[src/rtl/seq_pattern_tx_pkg.sv]
// Shared types and constants for the serial pattern transmitter and its run-end detector benches.
package seq_pkg;

  typedef enum logic [1:0] {
    IDLE  = 2'd0,
    SHIFT = 2'd1,
    GAP   = 2'd2,
    DONE  = 2'd3
  } state_t;

  localparam int DEF_WIDTH   = 8;
  localparam int DEF_GAP_LEN = 2;

  // {previous bit, current bit} that ends a run of ones; the detector fires Y on it.
  localparam logic [1:0] RUN_END = 2'b10;

  function automatic logic is_run_end(input logic prev_bit, input logic cur_bit);
    return {prev_bit, cur_bit} == RUN_END;
  endfunction

endpackage

[src/rtl/seq_pattern_tx_if.sv]
// Request/stream bundle between a pattern source and the transmitter.
interface seq_pattern_tx_if import seq_pkg::*; #(
  parameter int WIDTH = DEF_WIDTH,
  parameter int RPT_W = 4,
  parameter int FC_W  = 8
);

  logic             start;
  logic [WIDTH-1:0] pattern;
  logic [RPT_W-1:0] repeat_n;
  logic             ready;
  logic             x_out;
  logic             x_valid;
  logic             done;
  logic [FC_W-1:0]  fall_cnt;

  modport master (
    output start, pattern, repeat_n,
    input  ready, x_out, x_valid, done, fall_cnt
  );

  modport slave (
    input  start, pattern, repeat_n,
    output ready, x_out, x_valid, done, fall_cnt
  );

endinterface

[src/rtl/seq_pattern_tx_fall_counter.sv]
// Counts 1->0 transitions on a qualified bit stream, saturating at all-ones.
module fall_counter import seq_pkg::*; #(
  parameter int FC_W = 8
) (
  input  logic            clk,
  input  logic            rst,
  input  logic            clear,
  input  logic            valid,
  input  logic            bit_in,
  output logic [FC_W-1:0] cnt
);

  localparam logic [FC_W-1:0] CNT_MAX = '1;

  logic            prev_reg;
  logic [FC_W-1:0] cnt_reg;

  // prev restarts at 0 on clear, so a leading 0 never counts as a fall.
  always_ff @(posedge clk) begin
    if (rst || clear) begin
      prev_reg <= 1'b0;
      cnt_reg  <= '0;
    end else if (valid) begin
      if (is_run_end(prev_reg, bit_in) && (cnt_reg != CNT_MAX))
        cnt_reg <= cnt_reg + FC_W'(1);
      prev_reg <= bit_in;
    end
  end

  assign cnt = cnt_reg;

endmodule

[src/rtl/seq_pattern_tx.sv]
// Emits a parallel-loaded pattern MSB-first repeat_n times, each followed by GAP_LEN zeros,
// and counts the falling edges it sends.
module seq_pattern_tx import seq_pkg::*; #(
  parameter int WIDTH   = DEF_WIDTH,
  parameter int GAP_LEN = DEF_GAP_LEN,
  parameter int RPT_W   = 4,
  parameter int FC_W    = 8
) (
  input logic             clk,
  input logic             rst,
  seq_pattern_tx_if.slave bus
);

  localparam int BC_W = (WIDTH > 1) ? $clog2(WIDTH) : 1;
  localparam int GC_W = (GAP_LEN > 1) ? $clog2(GAP_LEN) : 1;
  localparam logic [BC_W-1:0] BC_LAST = BC_W'(WIDTH - 1);
  localparam logic [GC_W-1:0] GC_LAST = GC_W'(GAP_LEN - 1);

  state_t           state_reg, state_next;
  logic [WIDTH-1:0] shift_reg, shift_next;
  logic [RPT_W-1:0] rpt_left_reg, rpt_left_next;
  logic [BC_W-1:0]  bit_cnt_reg, bit_cnt_next;
  logic [GC_W-1:0]  gap_cnt_reg, gap_cnt_next;
  logic             x_out_reg, x_out_next;
  logic             x_valid_reg, x_valid_next;
  logic             done_reg, done_next;
  logic             ready_reg, ready_next;
  logic             fc_clear;

  function automatic logic [WIDTH-1:0] rotl(input logic [WIDTH-1:0] v);
    return {v[WIDTH-2:0], v[WIDTH-1]};
  endfunction

  always_ff @(posedge clk) begin
    if (rst) begin
      state_reg    <= IDLE;
      shift_reg    <= '0;
      rpt_left_reg <= '0;
      bit_cnt_reg  <= '0;
      gap_cnt_reg  <= '0;
      x_out_reg    <= 1'b0;
      x_valid_reg  <= 1'b0;
      done_reg     <= 1'b0;
      ready_reg    <= 1'b1;
    end else begin
      state_reg    <= state_next;
      shift_reg    <= shift_next;
      rpt_left_reg <= rpt_left_next;
      bit_cnt_reg  <= bit_cnt_next;
      gap_cnt_reg  <= gap_cnt_next;
      x_out_reg    <= x_out_next;
      x_valid_reg  <= x_valid_next;
      done_reg     <= done_next;
      ready_reg    <= ready_next;
    end
  end

  // The shift register rotates rather than shifts, so after WIDTH bits it holds
  // the original pattern again and the next repetition needs no reload.
  always_comb begin
    state_next    = state_reg;
    shift_next    = shift_reg;
    rpt_left_next = rpt_left_reg;
    bit_cnt_next  = bit_cnt_reg;
    gap_cnt_next  = gap_cnt_reg;
    x_out_next    = 1'b0;
    x_valid_next  = 1'b0;
    done_next     = 1'b0;
    fc_clear      = 1'b0;

    case (state_reg)
      IDLE: begin
        if (bus.start) begin
          fc_clear = 1'b1;
          if (bus.repeat_n != '0) begin
            shift_next    = rotl(bus.pattern);
            rpt_left_next = bus.repeat_n;
            bit_cnt_next  = '0;
            gap_cnt_next  = '0;
            x_out_next    = bus.pattern[WIDTH-1];
            x_valid_next  = 1'b1;
            state_next    = SHIFT;
          end else begin
            done_next  = 1'b1;
            state_next = DONE;
          end
        end
      end

      SHIFT: begin
        x_valid_next = 1'b1;
        if (bit_cnt_reg == BC_LAST) begin
          gap_cnt_next = '0;
          state_next   = GAP;
        end else begin
          x_out_next   = shift_reg[WIDTH-1];
          shift_next   = rotl(shift_reg);
          bit_cnt_next = bit_cnt_reg + BC_W'(1);
        end
      end

      GAP: begin
        if (gap_cnt_reg == GC_LAST) begin
          if (rpt_left_reg > RPT_W'(1)) begin
            rpt_left_next = rpt_left_reg - RPT_W'(1);
            bit_cnt_next  = '0;
            x_out_next    = shift_reg[WIDTH-1];
            shift_next    = rotl(shift_reg);
            x_valid_next  = 1'b1;
            state_next    = SHIFT;
          end else begin
            done_next  = 1'b1;
            state_next = DONE;
          end
        end else begin
          gap_cnt_next = gap_cnt_reg + GC_W'(1);
          x_valid_next = 1'b1;
        end
      end

      DONE: state_next = IDLE;

      default: state_next = IDLE;
    endcase

    ready_next = (state_next == IDLE);
  end

  // Counts the bits as they appear on x_out, so the final gap bit lands in fall_cnt by the done cycle.
  fall_counter #(.FC_W(FC_W)) u_fall_counter (
    .clk    (clk),
    .rst    (rst),
    .clear  (fc_clear),
    .valid  (x_valid_reg),
    .bit_in (x_out_reg),
    .cnt    (bus.fall_cnt)
  );

  assign bus.ready   = ready_reg;
  assign bus.x_out   = x_out_reg;
  assign bus.x_valid = x_valid_reg;
  assign bus.done    = done_reg;

endmodule
[src/flat_wrapper.sv]
// flat-port wrapper written by rule: the top's interface ports become plain ports
module seq_pattern_tx_flat import seq_pkg::*;
#(
  parameter int WIDTH   = DEF_WIDTH,
  parameter int GAP_LEN = DEF_GAP_LEN,
  parameter int RPT_W   = 4,
  parameter int FC_W    = 8
)
  (clk, rst, bus_start, bus_pattern, bus_repeat_n, bus_ready, bus_x_out, bus_x_valid, bus_done, bus_fall_cnt);
  seq_pattern_tx_if #(.WIDTH(WIDTH), .RPT_W(RPT_W), .FC_W(FC_W)) bus_i ();
  input logic clk;
  input logic rst;
  input wire logic [$bits(bus_i.start)-1:0] bus_start;
  input wire logic [$bits(bus_i.pattern)-1:0] bus_pattern;
  input wire logic [$bits(bus_i.repeat_n)-1:0] bus_repeat_n;
  output wire logic [$bits(bus_i.ready)-1:0] bus_ready;
  output wire logic [$bits(bus_i.x_out)-1:0] bus_x_out;
  output wire logic [$bits(bus_i.x_valid)-1:0] bus_x_valid;
  output wire logic [$bits(bus_i.done)-1:0] bus_done;
  output wire logic [$bits(bus_i.fall_cnt)-1:0] bus_fall_cnt;
  assign bus_i.start = bus_start;
  assign bus_i.pattern = bus_pattern;
  assign bus_i.repeat_n = bus_repeat_n;
  assign bus_ready = bus_i.ready;
  assign bus_x_out = bus_i.x_out;
  assign bus_x_valid = bus_i.x_valid;
  assign bus_done = bus_i.done;
  assign bus_fall_cnt = bus_i.fall_cnt;
  seq_pattern_tx #(.WIDTH(WIDTH), .GAP_LEN(GAP_LEN), .RPT_W(RPT_W), .FC_W(FC_W)) u_core (.clk(clk), .rst(rst), .bus(bus_i));
endmodule
[config.mk]
export PLATFORM = sky130hd
export DESIGN_NAME = seq_pattern_tx_flat
export DESIGN_NICKNAME = d
export VERILOG_FILES = /design/src/rtl/seq_pattern_tx_pkg.sv /design/src/rtl/seq_pattern_tx_if.sv /design/src/rtl/seq_pattern_tx_fall_counter.sv /design/src/rtl/seq_pattern_tx.sv /design/src/flat_wrapper.sv
export SDC_FILE = /design/constraint.sdc
export NUM_CORES = 1
export LEC_CHECK = 0
export BUFFER_PORTS_ARGS = -buffer_cell sky130_fd_sc_hd__buf_2
export CAP_MARGIN = 20
export CORE_MARGIN = 5
export CORE_UTILIZATION = 40
export CTS_BUF_LIST = sky130_fd_sc_hd__clkbuf_2
export DETAILED_ROUTE_END_ITERATION = 7
export SLEW_MARGIN = 40
export SYNTH_ARGS = -nofsm -noshare
export SYNTH_HDL_FRONTEND = slang
export SYNTH_SLANG_ARGS = --single-unit
[constraint.sdc]
create_clock -name clk -period 5.8 [get_ports clk]
set_clock_uncertainty 0.05 [all_clocks]
set_input_delay 1.16 -clock clk [delete_from_list [all_inputs] [get_ports clk]]
set_output_delay 1.16 -clock clk [all_outputs]
set_load 0.05 [all_outputs]
## Word level (Yosys, flattened, before mapping)

Index checks and enable logic that the tools add are counted.

| storage, ports and cells | value |
|---|---|
| register bits after elaboration | 31 |
| bits in latches | 0 |
| bits in writable memories | 0 |
| memory bits (read-only) | 0 |
| input bits | 15 |
| output and inout bits | 12 |
| memories | 0 |

| operators by class | value |
|---|---|
| $add $sub $neg | 4 |
| multipliers | 0 |
| div/mod/pow operators | 0 |
| order comparisons | 1 |
| eq/ne operators | 12 |
| shift-type cells | 0 |
| muxes and demuxes | 46 |
| bitwise operators | 0 |
| reduce and logical (&&, ||, !) cells | 11 |

Operators with widths:

| kind | count |
|---|---|
| two-way mux 8 bit | 5 |
| one-hot mux 8 bit (3 select lines) | 1 |
| two-way mux 1 bit | 19 |
| two-way mux 4 bit | 4 |
| two-way mux 3 bit | 5 |
| two-way mux 2 bit | 5 |
| one-hot mux 1 bit (3 select lines) | 3 |
| one-hot mux 3 bit (3 select lines) | 1 |
| adder 8 x 1 -> 8 bit, second input constant | 1 |
| inequality test 2 x 1 -> 1 bit, second input constant | 4 |
| inequality test 8 bit, second input constant | 1 |
| one-hot mux 2 bit (4 select lines) | 1 |
| one-hot mux 4 bit (2 select lines) | 1 |
| == test 2 bit, second input constant | 3 |
| AND reduction 6 bit | 1 |
| AND reduction 5 bit | 1 |
| greater-than comparator 4 x 1 -> 1 bit, second input constant | 1 |
| logical NOT 2 bit | 2 |
| inequality test 2 bit, second input constant | 2 |
| AND reduction 4 bit | 1 |
| nonzero test 4 bit | 1 |
| subtractor 4 x 1 -> 4 bit, second input constant | 1 |
| adder 3 x 1 -> 3 bit, second input constant | 1 |
| == test 3 bit, second input constant | 1 |
| other kinds (8) | 8 |

## Longest topological paths before layout

Gate-level depths: netlist of run 1.

| logic depth | value |
|---|---|
| depth in word-level cells | 5 |
| mapped depth | 8 |
| gate-level depth less buffers | 6 |

## Cells and area by module

From an unflattened synthesis of run 1, not the netlist that was laid out.

| unflattened totals | value |
|---|---|
| cells, all modules | 184 |
| area, all modules | 1694.1 um^2 |

Modules (own cells, without submodules):

| module | times used | cells each | area each (um^2) |
|---|---|---|---|
| seq_pattern_tx | 1 | 138 | 1256.2 |
| fall_counter | 1 | 46 | 437.9 |

## Least setup slack after synthesis of run 1

OpenSTA, ideal clock, no wires.

| path | value |
|---|---|
| path kind | input -> register |
| start | input bus_repeat_n[0] |
| end | register u_core.bit_cnt_reg[0] |
| arrival | 2.196 ns |
| data required time | 5.616 ns |
| slack | 3.420 ns |
| cell stages on the path | 5 |
| path through | o41ai_2 -> a21oi_1 -> buf_2 -> nand4b_1 -> a21oi_1 |

| on the way | value |
|---|---|
| word-level cells in the longest chain between the ends | 3 |

RTL lines:

| what | RTL line | RTL |
|---|---|---|
| start, declared | flat_wrapper.sv:15 | `input wire logic [$bits(bus_i.repeat_n)-1:0] bus_repeat_n;` |
| nonzero test 4 bit | seq_pattern_tx.sv:75 | `if (bus.repeat_n != '0) begin` |
| inequality test 2 x 1 -> 1 bit (no source line) | - |  |
| AND reduction 6 bit (no source line) | - |  |
| end signal, assigned | seq_pattern_tx.sv:49 | `bit_cnt_reg <= bit_cnt_next;` |
| end, declared | seq_pattern_tx.sv:22 | `logic [BC_W-1:0] bit_cnt_reg, bit_cnt_next;` |

Every way passes these cells.
A chain may end at the register's enable or synchronous reset.

## Worst setup path in the final report of run 1

| path | value |
|---|---|
| start | register u_core.state_reg[0] |
| end | register u_core.shift_reg[5] |

| on the way | value |
|---|---|
| word-level cells in the longest chain between the ends | 3 |

RTL lines:

| what | RTL line | RTL |
|---|---|---|
| start, declared | seq_pattern_tx.sv:19 | `state_t state_reg, state_next;` |
| start signal, assigned | seq_pattern_tx.sv:46 | `state_reg <= state_next;` |
| == test 2 bit (tied with other cells) | seq_pattern_tx.sv:71 | `case (state_reg)` |
| inequality test 2 x 1 -> 1 bit (no source line) (tied with other cells) | - |  |
| AND reduction 6 bit (no source line) | - |  |
| end signal, assigned | seq_pattern_tx.sv:47 | `shift_reg <= shift_next;` |
| end, declared | seq_pattern_tx.sv:20 | `logic [WIDTH-1:0] shift_reg, shift_next;` |

Parallel ways exist; a longest one is shown, timed or not.

==> impl_metrics.py, run 1 <==
metrics = {
    "place": {
        "post-place-ws_ns": 3.26,
        "place_inst": 258,
        "gp_congestion": 0.804,
        "place_area_um2": 1850,
        "port_buffers": 26,
        "dp_hpwl_um": 2650,
    },
    "drt": {
        "dr_total_vias": 1491,
        "ant_nets": 0,
        "wl_met3_um": 209,
        "drt-met1-wl_um": 1840,
        "dr.pass1.iters": 4,
        "wire_per_inst_um": 13.9,
        "drt_iter0_drc": 110,
        "drc": 0,
        "totalWireLength_um": 3690,
        "viasPerCell": 5.61,
        "wl_met2_um": 1600,
        "top_layer": "met4",
    },
    "grt": {
        "grt_overflow": 0,
        "antenna_found_initial": 0,
        "grt_pass1_vias": 1396,
        "grt_max_degree": 29,
        "grt_usage_pct": 14.8,
        "grt_first_pass_wirelength_um": 6610,
    },
    "sta": {
        "tightest_slew_ns": 0.810,
        "whs_ns": 0.457,
        "fin_tns_setup_ns": 0,
        "fin_ws_ns": 3.31,
        "layout_min_cycle_time_ns": 2.49,
        "finalSetupViolCount": 0,
        "maxSlewHeadroom_pct": 46.0,
        "slew_viol_final": 0,
        "final_hold_viol_count": 0,
        "rsz0062_at_grt": "false",
        "max_clock_freq_ghz": 0.402,
        "fin_crit_sh_pct": 42.9,
    },
    "layout": {
        "postLayoutCellArea_um2": 1920,
        "fin_util_pct": 47.3,
        "layout-drive-gt1-share_pct": 18.5,
        "nets": 239,
        "area_delta_synth_final_pct": 12.3,
        "n_antenna_cell": 0,
        "nFillCells": 414,
        "stdcell_count": 266,
    },
    "synthesis": {
        "synth_edf_count": 0,
        "ys_seq_area_share_pct": 36.3,
        "synthSimpleGateAreaFrac_pct": 18.3,
        "avgSynthCellArea_um2": 8.94,
        "synth_top_family_by_area": "compound AO/OA/AOI/OAI gates",
        "syn_inst": 191,
        "muxShareOfSynthArea_pct": 8.28,
        "synthAdderAreaFrac_pct": 6.59,
        "synth-compound-area-share_pct": 24.3,
        "ys_ff_latch": 31,
        "async_flop_share_pct": 0,
        "ys_types": 50,
        "synth-xor-area-share_pct": 1.03,
        "ys.warnings.count": 0,
        "synthFlopType": "dfxtp_1",
        "syn_nets": 215,
        "synth_area_um2": 1710,
    },
    "power_and_ir_drop": {
        "vdd_drop_max_mv": 0.212,
        "power_density_nw_per_um2": 461,
        "p_leak_nw": 0.757,
        "total_power_mw": 0.884,
    },
    "cts": {
        "cts_max_level": 2,
        "cts_tree": "done",
        "clockRootBuffer": "clkbuf_2",
        "cts_sinks": 31,
        "clkTransAtPathRegs_ns": 0.16,
        "cts_resized": 0,
        "clockBufferDepth": 2,
        "cts_setup_buffers": 0,
        "cts_buffers": 5,
        "holdBufCountCts": 0,
        "clk_latency_ns": 0.37,
    },
    "critical_path": {
        "worst_path_max_delay_cell": "a311oi_4",
        "reg2reg_slack_ns": 3.31,
        "cp.arrival_ns": 2.72,
        "critPathLaunchType": "flop",
        "path_class": "flop to flop",
        "r2r-end": "u_core.shift_reg[5]$_SDFFE_PP0P_",
        "critPathTopFamily": "compound AO/OA/AOI/OAI gates",
        "reg2regPathDepth": 6,
        "cp_max_fo": 19,
        "endpoint_kind": "flop",
        "max_stage_delay_ns": 0.75,
        "crit_buf_inv": 1,
        "critPathRequiredTime_ns": 6.04,
        "crit_path_cell_trace": "inv_1 > ha_1 > nor2b_1 > a311oi_4 > a21oi_1 > a311oi_1",
        "r2r_start": "u_core.state_reg[0]$_SDFF_PP0_",
    },
    "flow_run": {
        "maxCapViolations": 0,
    },
    "worst_hold_path": {
        "min_path_type": "flop to flop",
        "holdPathStages": 2,
        "whs_endpoint": "u_core.bit_cnt_reg[2]$_SDFFE_PP0P_",
        "timing.hold.worst.start": "u_core.bit_cnt_reg[2]$_SDFFE_PP0P_",
    },
    "floorplan": {
        "die_area_um2": 5680,
        "design.core.area_um2": 4060,
        "rows": 23,
        "start_util_pct": 42.1,
        "die_y_um": 75.3,
        "io_pins": 27,
        "die_w_um": 75.3,
    },
    "run_status": {
        "outcome": "finished clean",
    },
}
-- power breakdown --
part / internal (mW) / leakage [nW] / switching [mW]
logic: 0.166 / 0.463 / 0.264
clock network: 0.0709 / 0.0404 / 0.0777
registers: 0.264 / 0.254 / 0.0411
total: 0.501 / 0.757 / 0.383
-- cells in the mapped netlist (all sizes together), types with 2 or more instances --
cell     n  share of area, %
nor4     2              0.73
mux2i   13               7.6
a311oi  10               6.2
a211oi   2              0.88
and2     2              0.73
or2      3               1.1
ha       9               6.6
dfxtp   31                36
or3      2              0.73
nor2b    7               2.6
a21oi   20               6.1
o21ai   11               3.2
nor3     3              0.88
nand4    5               2.2
o22ai    2              0.73
inv      9               2.0
nor2    14               3.1
clkbuf   4              0.88
o41ai    2               1.5
a31oi    2              0.73
nand2    8               1.8
nand3    4               1.2
o31ai    2              0.88
buf      6               2.3
-- routing by layer --
| layer | track usage (%) | vias to the layer above |
|---|---|---|
| met5 | 0 | - |
| met4 | 4.66 | 0 |
| met3 | 4.62 | 5 |
| met2 | 21.4 | 25 |
| met1 | 20.9 | 699 |
| li1 | - | 762 |
-- worst max path at each step --
stage                                   start                            endpoint  slack [ns]  cells after the start
2_1_floorplan                 bus_repeat_n[0]  u_core.bit_cnt_reg[0]$_SDFFE_PP0P_        3.42                      5
3_3_place_gp                  bus_repeat_n[0]    u_core.shift_reg[2]$_SDFFE_PP0P_        3.31                      6
3_5_place_dp                  bus_repeat_n[0]    u_core.shift_reg[5]$_SDFFE_PP0P_        3.26                      6
4_1_cts        u_core.state_reg[0]$_SDFF_PP0_    u_core.shift_reg[5]$_SDFFE_PP0P_        3.32                      6
5_1_grt        u_core.state_reg[0]$_SDFF_PP0_    u_core.shift_reg[2]$_SDFFE_PP0P_        3.08                      6
6_report       u_core.state_reg[0]$_SDFF_PP0_    u_core.shift_reg[5]$_SDFFE_PP0P_        3.31                      6
-- cells by family after synthesis --
group                      count (synthesis)
DFF                                       31
muxes                                     14
and+or+nand+nor                           57
buffers and inverters                     19
adders and majority gates                  9
AOI/OAI and AO/OA                         59
xor gates and xnor gates                   2
-- final cells by class --
type / count / area [um2] / area share [%]
clock buffers: 5 / 25.0 / 1.30
clock inverters: 3 / 38.8 / 2.02
inverters: 9 / 33.8 / 1.76
multi-input cells: 141 / 1000 / 52.1
flip-flops and latches: 31 / 621 / 32.4
well taps: 50 / 62.6 / 3.26
repair buffers: 27 / 138 / 7.18
-- cells in the final DEF (no fill, tap or decap), types with 2 or more instances in the layout --
cell      count
nand4_1       4
o21ai_1       4
o22ai_1       2
mux2i_1      13
dfxtp_1      31
nor2b_1       7
nand2_1       8
a311oi_1      9
ha_1          9
a21oi_1      19
inv_1         9
nand3_1       4
or2_2         2
nor3_1        3
buf_2        26
o31ai_1       2
nor4_1        2
nor2_1       14
or3_1         2
and2_1        2
o21ai_0       7
a211oi_1      2
clkbuf_2      5
a31oi_1       2
-- worst register-to-register path: stages, from the launching register on --
cell	delay [ns]
dfxtp_1	0.44
inv_1	0.09
ha_1	0.38
nor2b_1	0.26
a311oi_4	0.75
a21oi_1	0.16
a311oi_1	0.27
Note: power is estimated with default switching activity, not from simulation.
==> run 2: changes to the inputs <==
==> constraint.sdc (replaced) <==
create_clock -name clk -period 2.6 [get_ports clk]
set_clock_uncertainty 0.05 [all_clocks]
set_input_delay 0.52 -clock clk [delete_from_list [all_inputs] [get_ports clk]]
set_output_delay 0.52 -clock clk [all_outputs]
set_load 0.05 [all_outputs]
==> impl_metrics.py, run 2 (synthesis results as in run 1) <==
metrics = {
    "cts": {
        "clockBufferDepth": 2,
        "cts_buffers": 5,
        "clockRootBuffer": "clkbuf_2",
        "clk_latency_ns": 0.36,
        "cts_max_level": 2,
        "holdBufCountCts": 0,
        "cts_resized": 0,
        "cts_tree": "done",
        "cts_sinks": 31,
        "cts_setup_buffers": 0,
        "clkTransAtPathRegs_ns": 0.17,
    },
    "place": {
        "dp_hpwl_um": 2570,
        "place_area_um2": 1860,
        "post-place-ws_ns": 0.522,
        "place_inst": 259,
        "gp_congestion": 0.801,
        "port_buffers": 26,
    },
    "floorplan": {
        "die_y_um": 75.3,
        "die_w_um": 75.3,
        "die_area_um2": 5680,
        "rows": 23,
        "design.core.area_um2": 4060,
        "start_util_pct": 42.1,
        "io_pins": 27,
    },
    "drt": {
        "ant_nets": 0,
        "drt_iter0_drc": 103,
        "drc": 0,
        "totalWireLength_um": 3620,
        "viasPerCell": 5.56,
        "dr.pass1.iters": 4,
        "dr_total_vias": 1484,
        "wire_per_inst_um": 13.5,
    },
    "layout": {
        "layout-drive-gt1-share_pct": 18.4,
        "final_common_cell": "dfxtp_1",
        "nFillCells": 401,
        "area_delta_synth_final_pct": 11.2,
        "fin_util_pct": 46.8,
        "nets": 240,
        "n_antenna_cell": 0,
        "stdcell_count": 267,
        "postLayoutCellArea_um2": 1900,
        "layout_common_cells": "dfxtp_1, buf_2, a21oi_1",
    },
    "flow_run": {
        "maxCapViolations": 0,
    },
    "sta": {
        "finalSetupViolCount": 0,
        "rsz0062_at_grt": "false",
        "fin_tns_setup_ns": 0,
        "tightest_slew_ns": 0.518,
        "slew_viol_final": 0,
        "final_hold_viol_count": 0,
        "fin_crit_sh_pct": 82.7,
        "whs_ns": 0.353,
        "fin_ws_ns": 0.450,
        "maxSlewHeadroom_pct": 65.2,
        "max_clock_freq_ghz": 0.465,
        "layout_min_cycle_time_ns": 2.15,
    },
    "grt": {
        "grt_overflow": 0,
        "grt_max_degree": 29,
        "antenna_found_initial": 0,
        "grt_usage_pct": 13.4,
        "grt_pass1_vias": 1237,
        "grt_first_pass_wirelength_um": 5890,
    },
    "critical_path": {
        "endpoint_kind": "flop",
        "path_class": "flop to flop",
        "critPathLaunchType": "flop",
        "cp.arrival_ns": 2.37,
        "cp_max_fo": 19,
        "critPathRequiredTime_ns": 2.82,
    },
    "power_and_ir_drop": {
        "vdd_drop_max_mv": 0.449,
        "power_density_nw_per_um2": 985,
        "p_leak_nw": 0.749,
        "total_power_mw": 1.87,
    },
    "run_status": {
        "outcome": "finished clean",
    },
    "worst_hold_path": {
        "min_path_type": "input port to flop",
    },
}
-- run 2: changes by cell type in the layout (fill, tap and decap cells not counted), sizes merged --
cell and change:
buf +1, bufinv -1, clkbuf +1
-- run 2: where the power goes --
part	switching [mW]	total, mW	internal (mW)
sequential	0.0907	0.680	0.589
combinational	0.581	0.964	0.383
clock	0.163	0.228	0.0647
-- run 2: critical path, stage by stage (launching register included) --
cell and delay [ns]:
dfxtp_1 0.44, inv_1 0.08, ha_1 0.37, nor2b_1 0.25, a311oi_4 0.27, buf_4 0.26, a21oi_1 0.09, a311oi_1 0.23
-- run 2: area by class of cell --
type / instances / area, um2 / share of cell area (%)
sequential: 31 / 621 / 32.7
clock inverter: 2 / 7.51 / 0.395
multi-input combinational: 141 / 1000 / 52.6
clock buffer: 6 / 30.0 / 1.58
tap: 50 / 62.6 / 3.29
inverter: 9 / 33.8 / 1.78
timing repair buffer: 28 / 145 / 7.64
-- run 2: worst paths after layout --
path,start,endpoint,slack (ns),cells past startpoint
worst min-delay path,bus_pattern[7],u_core.bus.x_out$_SDFF_PP0_,0.35,3
worst max register to register,u_core.state_reg[0]$_SDFF_PP0_,u_core.shift_reg[0]$_SDFFE_PP0P_,0.45,7
worst min register to register,u_core.bit_cnt_reg[2]$_SDFFE_PP0P_,u_core.bit_cnt_reg[2]$_SDFFE_PP0P_,0.45,2
worst max-delay path,u_core.state_reg[0]$_SDFF_PP0_,u_core.shift_reg[0]$_SDFFE_PP0P_,0.45,7
-- run 2: routing by layer --
| metal | track usage, % | part of all wire, % | vias up |
|---|---|---|---|
| met5 | 0 | 0 | - |
| met4 | 3.50 | 0.28 | 0 |
| met3 | 5.01 | 6.1 | 2 |
| met2 | 18.5 | 42 | 33 |
| met1 | 19.6 | 51 | 680 |
| li1 | - | - | 769 |
==> run 3: changes to the inputs <==
--- a/config.mk
+++ b/config.mk
@@ -5,6 +5,7 @@
 export SDC_FILE = /design/constraint.sdc
 export NUM_CORES = 1
 export LEC_CHECK = 0
+export ABC_AREA = 1
 export BUFFER_PORTS_ARGS = -buffer_cell sky130_fd_sc_hd__buf_2
 export CAP_MARGIN = 20
 export CORE_MARGIN = 5
==> constraint.sdc (replaced) <==
create_clock -name clk -period 2 [get_ports clk]
set_clock_uncertainty 0.05 [all_clocks]
set_input_delay 0.4 -clock clk [delete_from_list [all_inputs] [get_ports clk]]
set_output_delay 0.4 -clock clk [all_outputs]
set_load 0.05 [all_outputs]
==> impl_metrics.py, run 3 <==
metrics = {
    "run_status": {
        "outcome": "finished clean",
    },
    "synthesis": {
        "async_flop_share_pct": 0,
        "syn_nets": 301,
        "ys_types": 30,
        "syn_inst": 277,
        "synth_top_cells_by_count": "nand2_1, nor2_1, dfxtp_1, inv_1",
        "synth-xor-area-share_pct": 1.40,
        "netlist.area_leader.share_pct": 33.1,
        "synth_edf_count": 0,
        "synth_area_um2": 1880,
        "yosysTopAreaCell": "dfxtp_1",
        "synth-compound-area-share_pct": 6.87,
        "ys_seq_area_share_pct": 33.1,
        "synth_area_leaders": "dfxtp_1, nand2_1, nor2_1",
        "synthSimpleGateAreaFrac_pct": 38.4,
        "avgSynthCellArea_um2": 6.77,
        "synthFlopType": "dfxtp_1",
        "synthAdderAreaFrac_pct": 6.00,
        "ys.warnings.count": 0,
        "ys_ff_latch": 31,
        "muxShareOfSynthArea_pct": 4.27,
        "synth_top_family_by_area": "simple AND/OR/NAND/NOR gates",
        "synth_most_common_cell": "nand2_1",
    },
    "flow_run": {
        "maxCapViolations": 0,
    },
    "layout": {
        "layout-drive-gt1-share_pct": 20.8,
        "regArea_um2": 621,
        "area_delta_synth_final_pct": 10.7,
        "nets": 331,
        "layout_common_cells": "nand2_1, nor2_1, dfxtp_1",
        "final_common_cell": "nand2_1",
        "postLayoutCellArea_um2": 2080,
        "nFillCells": 503,
        "multi_input_area_um2": 1070,
        "n_antenna_cell": 0,
    },
    "sta": {
        "finalSetupViolCount": 0,
        "final_hold_viol_count": 0,
        "fin_crit_sh_pct": 86.6,
        "layout_min_cycle_time_ns": 1.73,
        "tightest_slew_ns": 0.458,
        "slew_viol_final": 0,
        "fin_tns_setup_ns": 0,
        "maxSlewHeadroom_pct": 69.5,
        "max_clock_freq_ghz": 0.577,
        "rsz0062_at_grt": "false",
    },
    "cts": {
        "clockBufferDepth": 2,
        "cts_tree": "done",
        "cts_setup_buffers": 0,
        "cts_max_level": 2,
        "clk_latency_ns": 0.38,
        "cts_resized": 0,
        "clkTransAtPathRegs_ns": 0.16,
        "cts_buffers": 5,
        "clockRootBuffer": "clkbuf_2",
        "holdBufCountCts": 0,
        "cts_sinks": 31,
    },
    "power_and_ir_drop": {
        "p_leak_nw": 1.04,
        "power_density_nw_per_um2": 637,
        "vdd_drop_max_mv": 0.276,
    },
    "floorplan": {
        "die_w_um": 78.5,
        "io_pins": 27,
        "design.core.area_um2": 4630,
        "start_util_pct": 40.5,
        "rows": 25,
        "die_y_um": 78.5,
        "die_area_um2": 6160,
    },
    "worst_hold_path": {
        "min_path_type": "input port to flop",
        "holdPathStages": 2,
        "whs_endpoint": "u_core.state_reg[1]$_SDFF_PP0_",
        "timing.hold.worst.start": "rst",
    },
    "drt": {
        "drt_iter0_drc": 70,
        "ant_nets": 0,
        "dr_total_vias": 1667,
        "drc": 0,
        "totalWireLength_um": 3800,
        "dr.pass1.iters": 4,
        "wire_per_inst_um": 10.5,
        "viasPerCell": 4.60,
    },
    "critical_path": {
        "endpoint_kind": "flop",
        "cp.arrival_ns": 1.95,
        "critPathLaunchType": "flop",
        "r2r-end": "u_core.shift_reg[6]$_SDFFE_PP0P_",
        "reg2reg_slack_ns": 0.27,
        "r2r_start": "u_core.state_reg[0]$_SDFF_PP0_",
        "critPathRequiredTime_ns": 2.22,
        "reg2regPathDepth": 9,
        "path_class": "flop to flop",
        "cp_max_fo": 20,
    },
    "grt": {
        "grt_pass1_vias": 1513,
        "grt_overflow": 0,
        "antenna_found_initial": 0,
        "grt_usage_pct": 13.2,
        "grt_max_degree": 21,
        "grt_first_pass_wirelength_um": 6510,
    },
    "place": {
        "dp_hpwl_um": 2910,
        "place_area_um2": 2040,
        "port_buffers": 26,
        "gp_congestion": 0.832,
    },
}
[run 3: cells by family after synthesis]
| family | after synthesis |
|---|---|
| adder cells (fa/ha/maj) | 9 |
| flip-flops | 31 |
| AO/OA/AOI/OAI | 24 |
| AND/OR/NAND/NOR | 162 |
| buffers and inverters | 40 |
| multiplexers | 8 |
| XOR/XNOR | 3 |
[run 3: worst max-delay path, stage by stage, from the launching register on]
cell	delay, ns
dfxtp_1	0.42
inv_1	0.09
ha_1	0.33
nand2_1	0.13
nand4_1	0.10
nor2_2	0.09
buf_4	0.23
nand2_1	0.08
nand2_1	0.07
nor2_2	0.03
[run 3: cell type report]
cell class / count / area share (%)
Timing Repair Buffer: 28 / 6.99
Tap cell: 54 / 3.25
Sequential cell: 31 / 29.9
Inverter: 35 / 6.45
Clock inverter: 1 / 0.241
Clock buffer: 7 / 1.69
Multi-Input combinational cell: 206 / 51.5
[run 3: layer usage]
metal	vias to the layer above	share of wire [%]	GRT usage, %
li1	919	-	-
met1	719	52	17.0
met2	23	43	20.9
met3	6	4.3	4.47
met4	0	1.3	4.20
met5	-	0	0
[run 3: worst max path at each step]
stage               cells after the start                                      start                                        end  slack, ns
CTS                                     9             u_core.state_reg[0]$_SDFF_PP0_           u_core.shift_reg[6]$_SDFFE_PP0P_       0.26
finish                                  9             u_core.state_reg[0]$_SDFF_PP0_           u_core.shift_reg[6]$_SDFFE_PP0P_       0.27
detailed placement                      9             u_core.state_reg[0]$_SDFF_PP0_           u_core.shift_reg[6]$_SDFFE_PP0P_       0.30
floorplan                               7  u_core.u_fall_counter.cnt[0]$_SDFFE_PP0P_  u_core.u_fall_counter.cnt[0]$_SDFFE_PP0P_       0.35
global placement                        9             u_core.state_reg[1]$_SDFF_PP0_           u_core.shift_reg[6]$_SDFFE_PP0P_       0.35
global route                            9             u_core.state_reg[0]$_SDFF_PP0_           u_core.shift_reg[6]$_SDFFE_PP0P_       0.07
[run 3: report_power, final]
| group | switching, mW | leakage (nW) | internal [mW] | total [mW] |
|---|---|---|---|---|
| clock network | 0.218 | 0.0330 | 0.0953 | 0.313 |
| logic | 0.196 | 0.749 | 0.115 | 0.310 |
| registers | 0.0345 | 0.255 | 0.666 | 0.700 |
| total | 0.448 | 1.04 | 0.876 | 1.32 |
[run 3: stage by stage]
stage	util (%)	std cells	power [mW]	hold slack (ns)	setup slack, ns
6_report	44.8	362	1.32	0.155	0.267
5_1_grt	44.8	362	1.43	0.111	0.0718
3_3_place_gp	44.0	354	1.02	0.417	0.346
4_1_cts	44.8	362	1.34	0.137	0.261
2_1_floorplan	-	277	0.962	0.404	0.354
3_5_place_dp	44.0	354	1.03	0.424	0.297
